===== src/rtl/comb_sweep_seq.sv =====
// Clocked stimulus sequencer and response capture for a 4-input, sel-controlled comb stage.
// Optional `define SWEEP_PAUSE_EN adds a pause input that freezes the sweep while in DRIVE.
module comb_sweep_seq #(
  parameter int unsigned STEP_CYCLES  = 10,
  parameter bit          AUTO_RESTART = 1'b0
) (
  input  logic        clk,
  input  logic        rst_n,
`ifdef SWEEP_PAUSE_EN
  input  logic        pause,
`endif
  input  logic        start,
  input  logic        y,
  output logic        A,
  output logic        B,
  output logic        C,
  output logic        D,
  output logic        sel,
  output logic        busy,
  output logic        done,
  output logic [31:0] result
);

  localparam int unsigned     CntW    = $clog2(STEP_CYCLES + 1);
  localparam logic [CntW-1:0] CntLast = CntW'(STEP_CYCLES - 1);

  typedef enum logic [1:0] {
    StIdle,
    StDrive,
    StDone
  } state_e;

  state_e          r_state, w_state_nxt;
  logic [3:0]      r_idx, w_idx_nxt;
  logic            r_sel, w_sel_nxt;
  logic [CntW-1:0] r_cnt, w_cnt_nxt;
  logic            r_busy, w_busy_nxt;
  logic            r_done, w_done_nxt;
  logic [31:0]     r_result, w_result_nxt;
  logic            w_pause;

`ifdef SWEEP_PAUSE_EN
  assign w_pause = pause;
`else
  assign w_pause = 1'b0;
`endif

  always_ff @(posedge clk or negedge rst_n) begin
    if (!rst_n) begin
      r_state  <= StIdle;
      r_idx    <= 4'h0;
      r_sel    <= 1'b0;
      r_cnt    <= '0;
      r_busy   <= 1'b0;
      r_done   <= 1'b0;
      r_result <= 32'h0;
    end else begin
      r_state  <= w_state_nxt;
      r_idx    <= w_idx_nxt;
      r_sel    <= w_sel_nxt;
      r_cnt    <= w_cnt_nxt;
      r_busy   <= w_busy_nxt;
      r_done   <= w_done_nxt;
      r_result <= w_result_nxt;
    end
  end

  always_comb begin
    w_state_nxt  = r_state;
    w_idx_nxt    = r_idx;
    w_sel_nxt    = r_sel;
    w_cnt_nxt    = r_cnt;
    w_busy_nxt   = r_busy;
    w_done_nxt   = 1'b0;
    w_result_nxt = r_result;

    unique case (r_state)
      StIdle: begin
        if (start) begin
          w_state_nxt  = StDrive;
          w_busy_nxt   = 1'b1;
          w_idx_nxt    = 4'h0;
          w_sel_nxt    = 1'b0;
          w_cnt_nxt    = '0;
          w_result_nxt = 32'h0;
        end
      end

      StDrive: begin
        if (!w_pause) begin
          if (r_cnt == CntLast) begin
            // Sample on the last held cycle of the pattern, then advance.
            w_result_nxt[{r_sel, r_idx}] = y;
            w_cnt_nxt                    = '0;
            if (r_idx != 4'hF) begin
              w_idx_nxt = r_idx + 4'h1;
            end else if (!r_sel) begin
              w_sel_nxt = 1'b1;
              w_idx_nxt = 4'h0;
            end else begin
              w_state_nxt = StDone;
              w_busy_nxt  = 1'b0;
              w_done_nxt  = 1'b1;
              w_idx_nxt   = 4'h0;
              w_sel_nxt   = 1'b0;
            end
          end else begin
            w_cnt_nxt = r_cnt + 1'b1;
          end
        end
      end

      StDone: begin
        if (AUTO_RESTART) begin
          w_state_nxt  = StDrive;
          w_busy_nxt   = 1'b1;
          w_idx_nxt    = 4'h0;
          w_sel_nxt    = 1'b0;
          w_cnt_nxt    = '0;
          w_result_nxt = 32'h0;
        end else begin
          w_state_nxt = StIdle;
        end
      end

      default: begin
        w_state_nxt = StIdle;
        w_busy_nxt  = 1'b0;
      end
    endcase
  end

  assign A      = r_idx[3];
  assign B      = r_idx[2];
  assign C      = r_idx[1];
  assign D      = r_idx[0];
  assign sel    = r_sel;
  assign busy   = r_busy;
  assign done   = r_done;
  assign result = r_result;

endmodule


===== config.mk =====
export PLATFORM = sky130hd
export DESIGN_NAME = comb_sweep_seq
export DESIGN_NICKNAME = d
export VERILOG_FILES = /design/src/rtl/comb_sweep_seq.sv
export SDC_FILE = /design/constraint.sdc
export NUM_CORES = 1
export LEC_CHECK = 0
export BUFFER_PORTS_ARGS = -buffer_cell sky130_fd_sc_hd__buf_2
export CORE_ASPECT_RATIO = 0.9
export CORE_MARGIN = 4
export CORE_UTILIZATION = 45
export DETAILED_ROUTE_END_ITERATION = 8
export PLACE_DENSITY = 0.71
export SYNTH_ARGS = -nofsm -noshare
export SYNTH_HDL_FRONTEND = slang
export SYNTH_SLANG_ARGS = --single-unit
export TNS_END_PERCENT = 5

===== constraint.sdc =====
create_clock -name clk -period 5.1 [get_ports clk]
set_clock_uncertainty 0.2 [all_clocks]
set_input_delay 1.02 -clock clk [delete_from_list [all_inputs] [get_ports clk]]
set_output_delay 1.02 -clock clk [all_outputs]
set_load 0.05 [all_outputs]

==> out/qor.txt <==
diodes inserted: 0
GR Layer Usage met3: 3.85%
average wire per standard cell: 16.9 µm
vias in the first global route: 2,003
Lkg Pwr: 1.23 nW
Critical Path Slowest Stage Cell: dfrtp_1
#FFs+latches synth: 45
CP delay by family, top: flip-flops
Max Slew Vio Count: 0
first-pass GRT wire length: 10.1 mm
distinct cell type count after synthesis: 47
Port Buffers: 42
# rows: 26
startpoint types: flop
vias post-DR: 2,116
yosys warns: 0
IO Pins: 43
Int Power: 0.805 mW
most frequent cells in the layout: dfrtp_1, buf_2, inv_1, nand2_1, a211oi_1
grt met2 use: 27.4%
hold_sp: result[16]
antenna viol nets, final: 0
drt pass-1 iters: 4
Worst-path clk slew: 0.09 ns
most common cell after layout, fill and taps aside: dfrtp_1
DRC: 0
outcome: finished clean
final hold viol count: 0
crit path DAT: 1.50 ns
cts repair resizes: 0
# nets final: 295
CP cell instances: buf_2
Power per Cell Area: 500 nW/µm²
Worst IR Drop VDD: 259 µV
Mapped Cells: 259
HP Class: reg2reg
Vias/cell: 5.94
largest net degree at the start of global routing: 46
worst reg-to-reg setup slack: 2.59 ns
sequential-to-total area share from yosys stat: 41.9%
worst-case clock buffer depth: 2
Die ar.: 7270 µm²
Worst-Margin Slew: 1.01 ns
Hold Path End: result[16]
maximum clock frequency: 0.368 GHz
Num Clock Sinks: 45
hold path depth: 2
layer with the highest usage: met2
Synth-to-Final Area Change: 10.3%
Slew HR: 32.7%
crit path max fanout: 22
cell type with the largest total area after synthesis: dfrtp_1
HPWL after DPL: 4.05 mm
Post-CTS Setup Repair Bufs: 0
Net Sw Frac: 45.7%
Core ar.: 5730 µm²
netlist area before placement: 2690 µm²
Post-synth EDFFs: 0
R2R cell count: 3
async set or reset register ratio after synthesis: 100%
crit share post-route: 53.3%
CTS Buf Count: 5
CTS tree: done
worst path buffer plus inverter count: 1
Initial Util: 46.9%
Synth area leaders: dfrtp_1, a211oi_1, mux2i_1
area share of the largest cell type after synthesis: 41.9%
final WL: 6.02 mm
combinational power share: 41.9%
die height: 81.3 µm
fraction of layout cells with a size suffix above 1: 26.2%
Final min period: 2.72 ns
grt ovf: 0
Clk network pwr share: 21.7%
synthesized area per cell: 10.4 µm²
Seq pwr share: 36.4%
# placed instances: 348
# setup viols final: 0
Root Buffer: clkbuf_8
CP peak stage delay: 0.80 ns
routability cong.: 0.772
worst path required time: 3.88 ns
Reg-to-Reg Start: r_state[1]
routing usage on met1: 25.3%
critical path type: reg2out
R2R Path End: result[29]
hold_buf cts: 0
non-filler cells, final: 356
ys flop type: dfrtp_1
initial antenna violation count: 0
GRT Overall Usage: 18.1%
Setup TNS: 0 ns
max-cap viol count: 0
Crit. End Element: output pin
1st-iter DRT viols: 144
fin util: 51.7%
Max H-tree Level: 2
unrepaired setup endpoints after global routing: false
width of the die: 89.4 µm
sw power: 0.676 mW
Worst-Skew Late Latency: 0.31 ns
Net Count, Synth: 269
[power groups by stage]
stage / Sequential (mW) / Combinational [mW] / Clock, mW
after floorplan: 0.669 / 0.367 / 0
final: 0.539 / 0.621 / 0.321
after CTS: 0.537 / 0.625 / 0.329
after global routing: 0.556 / 0.673 / 0.342
after global placement: 0.543 / 0.613 / 0
after detailed placement: 0.545 / 0.621 / 0
[cells by family after synthesis]
logic type | share of synthesized area (%)
flops | 41.9
buf+inv | 9.60
compound gates | 21.9
fa+ha+maj | 2.80
simple gates | 18.9
mux | 4.85
[worst max path at each step]
stage,depth (start not counted),to,start,slack [ns]
final,1,B,r_idx[2],2.38
after global placement,4,result[26],start,2.68
after floorplan,4,result[20],start,2.95
after detailed placement,3,result[28],r_state[1],2.65
after global routing,1,B,r_idx[2],2.31
after CTS,1,B,r_idx[2],2.41
[state kept, by name, indices dropped and copies added, names as in the netlist]
signal,flops
r_idx,4
r_cnt,4
result,32
sel,1
done,1
busy,1
r_state,2
[synthesized netlist by cell type (all sizes together), types with 4 or more instances]
master / n
nand3: 7
and3: 4
inv: 27
a211oi: 21
nand2: 22
dfrtp: 45
ha: 6
nor3: 6
a221oi: 9
clkbuf: 6
mux2i: 13
buf: 17
nand3b: 5
and2: 4
a221o: 15
nand2b: 6
nand4bb: 4
nand4b: 5
o22ai: 8
[per-layer routing]
metal  vias to the layer above  wire [µm]  share of wire, %
li1                       1013          -                 -
met1                      1036       2880                48
met2                        57       2720                45
met3                        10        310               5.2
met4                         0         99               1.6
met5                         -          0                 0
[stage by stage]
step                      power (mW)  worst slack, ns  hold WS (ns)  cell area [µm²]
final                           1.48             2.38         0.322             2960
after global routing            1.57             2.31         0.348             2960
after CTS                       1.49             2.41         0.325             2960
after detailed placement        1.17             2.65         0.306             2830
after global placement          1.16             2.68         0.300             2830
after floorplan                 1.04             2.95         0.296             2690
[final cells by class]
type	count	area, µm²
Clock buffer	5	68.8
Clock inverter	3	65.1
Fill cell	543	2770
Inverter	27	101
Multi-Input combinational cell	164	1300
Sequential cell	45	1130
Tap cell	70	87.6
Timing Repair Buffer	42	210
Power figures use the tool's default switching activity.
